===== src/rtl/regfile_param_if.sv =====
// Register-file access bundle: two read ports, one write port, a debug read port and the ready flag.
// The master side belongs to decode/writeback, the slave side to the register file.
interface regfile_param_if #(
    parameter int XLEN  = 32,
    parameter int DEPTH = 32
);
    localparam int ADDR_W = $clog2(DEPTH);

    logic              regwrite;
    logic [ADDR_W-1:0] A1;
    logic [ADDR_W-1:0] A2;
    logic [ADDR_W-1:0] A3;
    logic [XLEN-1:0]   W_Data;
    logic [XLEN-1:0]   RD1;
    logic [XLEN-1:0]   RD2;
    logic [ADDR_W-1:0] dbg_addr;
    logic [XLEN-1:0]   dbg_data;
    logic              ready;

    modport master (
        output regwrite, A1, A2, A3, W_Data, dbg_addr,
        input  RD1, RD2, dbg_data, ready
    );

    modport slave (
        input  regwrite, A1, A2, A3, W_Data, dbg_addr,
        output RD1, RD2, dbg_data, ready
    );
endinterface


===== src/rtl/regfile_param.sv =====
// Parametrised register file with optional zero register and write bypass; combinational reads, writes at the edge.
// After reset a sequential engine clears one entry per cycle; ready rises DEPTH edges later and gates writes.
module regfile_param #(
    parameter int XLEN     = 32,
    parameter int DEPTH    = 32,
    parameter int BYPASS   = 1,
    parameter int ZERO_REG = 1
) (
    input logic             clk,
    input logic             rst,
    regfile_param_if.slave  bus
);
    localparam int ADDR_W = $clog2(DEPTH);
    localparam logic [ADDR_W:0] LAST_IDX = (ADDR_W + 1)'(DEPTH - 1);

    typedef enum logic {INIT, READY} state_t;

    state_t            state;
    logic [ADDR_W:0]   clr_idx;
    logic              ready_q;
    logic [XLEN-1:0]   mem [DEPTH];
    logic              wr_en;
    logic [XLEN-1:0]   rd1;
    logic [XLEN-1:0]   rd2;
    logic [XLEN-1:0]   dbg;

    // A write to register 0 is dropped entirely when it is hardwired, so it never bypasses either.
    assign wr_en = (state == READY) && bus.regwrite &&
                   !((ZERO_REG != 0) && (bus.A3 == '0));

    always_ff @(posedge clk) begin
        if (rst) begin
            state   <= INIT;
            clr_idx <= '0;
            ready_q <= 1'b0;
        end else begin
            case (state)
                INIT: begin
                    mem[clr_idx[ADDR_W-1:0]] <= '0;
                    if (clr_idx == LAST_IDX) begin
                        state   <= READY;
                        ready_q <= 1'b1;
                    end else begin
                        clr_idx <= clr_idx + 1'b1;
                    end
                end
                READY: begin
                    if (wr_en) begin
                        mem[bus.A3] <= bus.W_Data;
                    end
                end
                default: state <= INIT;
            endcase
        end
    end

    always_comb begin
        rd1 = '0;
        if (state == READY) begin
            if ((ZERO_REG != 0) && (bus.A1 == '0)) begin
                rd1 = '0;
            end else if ((BYPASS != 0) && wr_en && (bus.A3 == bus.A1)) begin
                rd1 = bus.W_Data;
            end else begin
                rd1 = mem[bus.A1];
            end
        end
    end

    always_comb begin
        rd2 = '0;
        if (state == READY) begin
            if ((ZERO_REG != 0) && (bus.A2 == '0)) begin
                rd2 = '0;
            end else if ((BYPASS != 0) && wr_en && (bus.A3 == bus.A2)) begin
                rd2 = bus.W_Data;
            end else begin
                rd2 = mem[bus.A2];
            end
        end
    end

    // Debug port shows raw storage: no forwarding of the in-flight write.
    always_comb begin
        dbg = '0;
        if (state == READY) begin
            dbg = mem[bus.dbg_addr];
        end
    end

    assign bus.RD1      = rd1;
    assign bus.RD2      = rd2;
    assign bus.dbg_data = dbg;
    assign bus.ready    = ready_q;
endmodule


===== src/flat_wrapper.sv =====
// flat-port wrapper written by rule: the top's interface ports become plain ports
module regfile_param_flat 
#(
    parameter int XLEN     = 32,
    parameter int DEPTH    = 32,
    parameter int BYPASS   = 1,
    parameter int ZERO_REG = 1
)
  (clk, rst, bus_regwrite, bus_A1, bus_A2, bus_A3, bus_W_Data, bus_dbg_addr, bus_RD1, bus_RD2, bus_dbg_data, bus_ready);
  regfile_param_if #(.XLEN(XLEN), .DEPTH(DEPTH)) bus_i ();
  input logic clk;
  input logic rst;
  input wire logic [$bits(bus_i.regwrite)-1:0] bus_regwrite;
  input wire logic [$bits(bus_i.A1)-1:0] bus_A1;
  input wire logic [$bits(bus_i.A2)-1:0] bus_A2;
  input wire logic [$bits(bus_i.A3)-1:0] bus_A3;
  input wire logic [$bits(bus_i.W_Data)-1:0] bus_W_Data;
  input wire logic [$bits(bus_i.dbg_addr)-1:0] bus_dbg_addr;
  output wire logic [$bits(bus_i.RD1)-1:0] bus_RD1;
  output wire logic [$bits(bus_i.RD2)-1:0] bus_RD2;
  output wire logic [$bits(bus_i.dbg_data)-1:0] bus_dbg_data;
  output wire logic [$bits(bus_i.ready)-1:0] bus_ready;
  assign bus_i.regwrite = bus_regwrite;
  assign bus_i.A1 = bus_A1;
  assign bus_i.A2 = bus_A2;
  assign bus_i.A3 = bus_A3;
  assign bus_i.W_Data = bus_W_Data;
  assign bus_i.dbg_addr = bus_dbg_addr;
  assign bus_RD1 = bus_i.RD1;
  assign bus_RD2 = bus_i.RD2;
  assign bus_dbg_data = bus_i.dbg_data;
  assign bus_ready = bus_i.ready;
  regfile_param #(.XLEN(XLEN), .DEPTH(DEPTH), .BYPASS(BYPASS), .ZERO_REG(ZERO_REG)) u_core (.clk(clk), .rst(rst), .bus(bus_i));
endmodule

===== config.mk =====
export PLATFORM = sky130hd
export DESIGN_NAME = regfile_param_flat
export DESIGN_NICKNAME = d
export VERILOG_FILES = /design/src/rtl/regfile_param_if.sv /design/src/rtl/regfile_param.sv /design/src/flat_wrapper.sv
export SDC_FILE = /design/constraint.sdc
export NUM_CORES = 2
export LEC_CHECK = 0
export BUFFER_PORTS_ARGS = -buffer_cell sky130_fd_sc_hd__buf_2
export CORE_ASPECT_RATIO = 1.4
export CORE_MARGIN = 2
export CORE_UTILIZATION = 63
export DETAILED_ROUTE_END_ITERATION = 8
export PLACE_DENSITY = 0.82
export SLEW_MARGIN = 20
export SYNTH_ARGS = -nofsm -noshare
export SYNTH_HDL_FRONTEND = slang
export SYNTH_SLANG_ARGS = --single-unit
export TNS_END_PERCENT = 100

===== constraint.sdc =====
create_clock -name clk -period 4.3 [get_ports clk]
set_input_delay 0.43 -clock clk [delete_from_list [all_inputs] [get_ports clk]]
set_output_delay 0.43 -clock clk [all_outputs]
set_load 0.01 [all_outputs]

; ---- After elaboration in Yosys (flattened, before gate mapping)
; Memories as Yosys holds them, arrays and structs flattened.
; Cells that the tools add are included.
[totals]
register_bits = 8
ramBits = 1024
in_bits = 55
out_inout_bits = 97
wordCells = 40
n_memories = 1
[memory_table]
columns = name, words, word_bits, read_ports, rd_clocked_by_memory_dff, write_ports, line_no
row1 = u_core.mem, 32, 32, 3, 0, 1, regfile_param.sv:21  ; logic [XLEN-1:0] mem [DEPTH];
[classes]
addsub = 1
eq_ne = 3
n_mux = 19
bitwise = 2
n_reduce_logical = 11
[op_table]
columns = op, count
row1 = 32-bit two-way mux, 8
row2 = 32-bit OR reduction, 1
row3 = 5-bit zero test, 3
row4 = 5-bit == test, 2
row5 = 1-bit two-way mux, 10
row6 = "6-bit by 1-bit adder with 6-bit output, second input constant", 1
row7 = "6-bit by 5-bit == test with 1-bit output, second input constant", 1
row8 = 5-bit two-way mux, 1
row9 = 1-bit logical AND, 4
row10 = 2-bit AND reduction, 2
row11 = 1-bit inverter, 2
row12 = 1-bit zero test, 1

; ---- Logic depth before layout (Yosys ltp)
[depth]
ltp_word = 9
depth_mapped = 8
depth_no_buf = 6

; ---- Worst setup path after synthesis
; No wires, ideal clock.
[synth_timing]
path_type = input to register
startpoint = input port bus_A3[1]
endpoint = memory u_core.mem[15][0], enable pin
setup_ps = 421
arrival_ps = 3342
path_slack_ps = 537
stages = 8
path_cell_list = buf_2 > or4_4 > o2111a_1 > buf_2 > buf_2 > mux2i_1 > nand2_1 > nor2_1
[synth_via]
elab_chain_len = 9
word_cells_on_any_way = 10
cone_classes = mux: 6 / reduce/logical: 4
[synth_lines]
columns = item, line_no
row1 = start: declaration, flat_wrapper.sv:16  ; input wire logic [$bits(bus_i.A3)-1:0] bus_A3;
row2 = 5-bit zero test, regfile_param.sv:29  ; !((ZERO_REG != 0) && (bus.A3 == '0));
row3 = 1-bit zero test, regfile_param.sv:29
row4 = 1-bit logical AND, regfile_param.sv:28  ; assign wr_en = (state == READY) && bus.regwrite &&
row5 = 1-bit two-way mux, regfile_param.sv:48  ; if (wr_en) begin
row6 = 1-bit two-way mux, regfile_param.sv:37  ; case (state)
row7 = 1-bit two-way mux, regfile_param.sv:32  ; if (rst) begin
row8 = 1-bit two-way mux (not written as such), regfile_param.sv:49  ; mem[bus.A3] <= bus.W_Data;
row9 = 32-bit OR reduction (no line), -
row10 = 5-bit two-way mux (no line) / 1-bit two-way mux (equally long branches), -
row11 = end: declaration, regfile_param.sv:21
; Several ways; a longest one is shown, not always the timed one.

; ---- Worst setup path in the final report
[layout_timing]
startpoint = input port bus_A2[1]
endpoint = output port bus_RD2[15]
[layout_via]
elab_chain_len = 5
word_cells_on_any_way = 7
cone_classes = eq/ne: 1 / mux: 3 / reduce/logical: 2 / memory: 1
[layout_lines]
columns = item, line_no
row1 = start: declaration, flat_wrapper.sv:15  ; input wire logic [$bits(bus_i.A2)-1:0] bus_A2;
row2 = "parallel branches: the longest is 3 deep, another holds memory read 32 x 32 bit", -
row3 = 32-bit two-way mux *, regfile_param.sv:73  ; if ((ZERO_REG != 0) && (bus.A2 == '0)) begin
row4 = 32-bit two-way mux *, regfile_param.sv:72  ; if (state == READY) begin
row5 = end: declaration, flat_wrapper.sv:20  ; output wire logic [$bits(bus_i.RD2)-1:0] bus_RD2;
; Mark *: on every way between the ends.

==> reports/metrics.cfg <==
[drt]
drtPass1Iterations=8
drt-initial-drc-count=7177
drc_errors=0
wl_met1_um=54500
totalWireLength_um=184000
wl_met2_um=86000
ant_nets=0
vias=37500
wire_per_inst_um=42.1
viasPerCell=8.57
top_layer_used=met5
wl_met3_um=30200

[setup_path]
cp_slowest_cell=a211oi_1
required_ps=3870
worstPathArrival_ps=3430
critPathCaptureType=output pin
cp_top_family=compound AO/OA/AOI/OAI gates
start_kind=input port
critPathMaxFanout=55
worst-path-buf-inv=3
cp_slowest_stage_delay_ps=820
crit_type=in -> out
path_cells=buf_8, buf_4, mux4_2, nor2b_1, a211oi_1, a211oi_1, a221o_1, buf_2
critical_path.most_common_cell=a211oi_1

[layout]
layout.nets=3179
drive_above_1_share_pct=40.5
syn2layout_area_growth_pct=11.0
fin_util_pct=70.7
stdcell_count=4375

[synthesis]
synth_mux_area_share_pct=34.2
synth_top_area_share_pct=54.6
async_reset_ff_share_pct=0
yosys.area_share.simple_pct=2.71
syn-num-nets=3070
synth_fa_ha_area_share_pct=0.0222
synth_xor_area_share_pct=0.218
synth_warnings=0
synth_area_leaders=edfxtp_1, mux4_2, mux2i_1
yosysTopAreaCell=edfxtp_1
ys_ff_latch=1032
synth_cell_types=41
synth_enable_flop_cells=1024
syn_area_um2=56300
yosysSeqAreaShare_pct=54.9
avgSynthCellArea_um2=18.7
synthCells=3014
ys.flop_type=edfxtp_1
synth_compound_area_share_pct=5.67
synth_top_family_by_area=multiplexers

[place]
hpwlAfterDp_um=112000
place.gp.congestion=0.956
io_buffers=151
post-place-ws_ps=617
placed_cells=4206

[clock_network]
clock_latency_ps=700
cts_buffers=94
post-cts-setup-buffers=0
cts.htree.levels=3
cts.sinks=1032
ctsHoldBuffers=0
cts_tree=built
path_clk_slew_ps=80
clock_tree.buffer_depth=3
cts-root-buf=clkbuf_16
cts_resized=0

[global_route]
overflow=0
grt_pass1_wl_um=263000
antenna_found_initial=16
track_usage_pct=40.4
grt_max_degree=71
grt_pass1_vias=37900

[floorplanning]
fp.dieH_um=358
die_w_um=257
core_area_um2=88400
start_util_pct=63.7
num_io_pins=152
die-area_um2=91800
rows=129

[power_and_ir_drop]
p_per_area_nw_per_um2=349
peakVddDrop_v=0.000303
p_leak_nw=18.8

[run]
drv_cap=0

[sta]
setup_ws_ps=437
relSlewSlack_pct=23.2
max_slew.worst_pin.slew_ps=1150
rsz0062_at_grt=no
hold_violations=0
report.final.slew_viol_count=0
setup_viol=0
hold_ws_ps=43.7
layout_min_cycle_time_ps=3860
min_period_over_period_pct=89.8
clock.fmax_mhz=259
fin_worst_skew_ps=14.5
tns_ps=0

[status]
outcome=complete, no violations

[worst_hold_path]
hold_class=in -> reg

-- layout make-up --
class / instances / area (um^2)
sequential: 1032 / 30900
fill: 5241 / 25900
multi-input combinational: 1677 / 24500
clock buffer: 105 / 2460
timing repair buffer: 312 / 2450
tap: 1179 / 1480
clock inverter: 59 / 627
inverter: 6 / 22.5
antenna: 5 / 12.5
-- cell usage in the layout (no fill, tap or decap), drive strengths merged, types with 3 or more instances in the layout --
| cell | netlist | layout |
|---|---|---|
| a221o | 62 | 62 |
| mux4 | 768 | 768 |
| nor3 | 6 | 6 |
| a31oi | 4 | 4 |
| a22oi | 184 | 184 |
| edfxtp | 1024 | 1024 |
| nor3b | 4 | 4 |
| inv | 6 | 7 |
| and3 | 34 | 34 |
| clkinvlp | 0 | 9 |
| dfxtp | 8 | 8 |
| nand2 | 79 | 79 |
| bufinv | 0 | 13 |
| a21oi | 6 | 6 |
| o2111a | 3 | 3 |
| and2 | 35 | 35 |
| xnor2 | 14 | 14 |
| nor2 | 52 | 52 |
| a211oi | 129 | 129 |
| buf | 129 | 311 |
| clkinv | 0 | 36 |
| mux2i | 196 | 196 |
| clkbuf | 170 | 106 |
| nor2b | 71 | 71 |
| nand3 | 5 | 5 |
| nand2b | 6 | 6 |
| diode | 0 | 5 |
-- sequential cells by signal, indices dropped and copies added, names as in the netlist --
register          flops
u_core.mem         1024
u_core.clr_idx        6
u_core.bus.ready      1
u_core.state          1
-- through the flow --
stage	power [mW]	instance area [um^2]
finish	21.8	62500
global route	22.1	62500
CTS	21.7	62500
detailed placement	13.2	59400
global placement	13.2	59400
floorplan	12.6	56300
-- cells in the mapped netlist (all sizes together), types with 3 or more instances --
| master | number |
|---|---|
| mux2i | 196 |
| a21oi | 6 |
| dfxtp | 8 |
| a221o | 62 |
| and3 | 34 |
| clkbuf | 170 |
| xnor2 | 14 |
| inv | 6 |
| nand2 | 79 |
| edfxtp | 1024 |
| nor3 | 6 |
| nand3 | 5 |
| and2 | 35 |
| nor2 | 52 |
| a22oi | 184 |
| a211oi | 129 |
| mux4 | 768 |
| a31oi | 4 |
| nor3b | 4 |
| nor2b | 71 |
| o2111a | 3 |
| nand2b | 6 |
| buf | 129 |
-- logic make-up (layout without fill, tap and decap cells) --
kind of cell | count (synthesis) | in the layout
and+or+nand+nor | 295 | 295
xor gates and xnor gates | 14 | 14
DFF | 1032 | 1032
buffers and inverters | 305 | 482
other | 0 | 5
adders and majority gates | 1 | 1
AOI/OAI and AO/OA | 402 | 402
muxes | 965 | 965
-- per-layer routing --
layer  track usage (%)  vias to the layer above
li1                  -                    13600
met1              49.9                    18800
met3              14.3                      962
met2              62.2                     4167
met5                 0                        -
met4              24.3                       20
-- power breakdown --
| part | leakage, nW | internal (mW) | total, mW | switching (mW) |
|---|---|---|---|---|
| registers | 8.32 | 11.0 | 11.0 | 0.0564 |
| clock network | 1.48 | 4.87 | 8.68 | 3.80 |
| logic | 8.95 | 0.890 | 2.10 | 1.21 |
| total | 18.8 | 16.7 | 21.8 | 5.07 |
-- final timing paths --
check	startpoint	slack, ps	depth (start not counted)	end
hold / removal	rst	40	2	u_core.bus.ready
setup / recovery	bus_A2[1]	440	8	bus_RD2[15]
setup reg to reg	u_core.state	910	4	u_core.mem[26][10]
hold reg to reg	u_core.bus.ready	530	2	u_core.bus.ready
(Power assumes the default switching activity.)
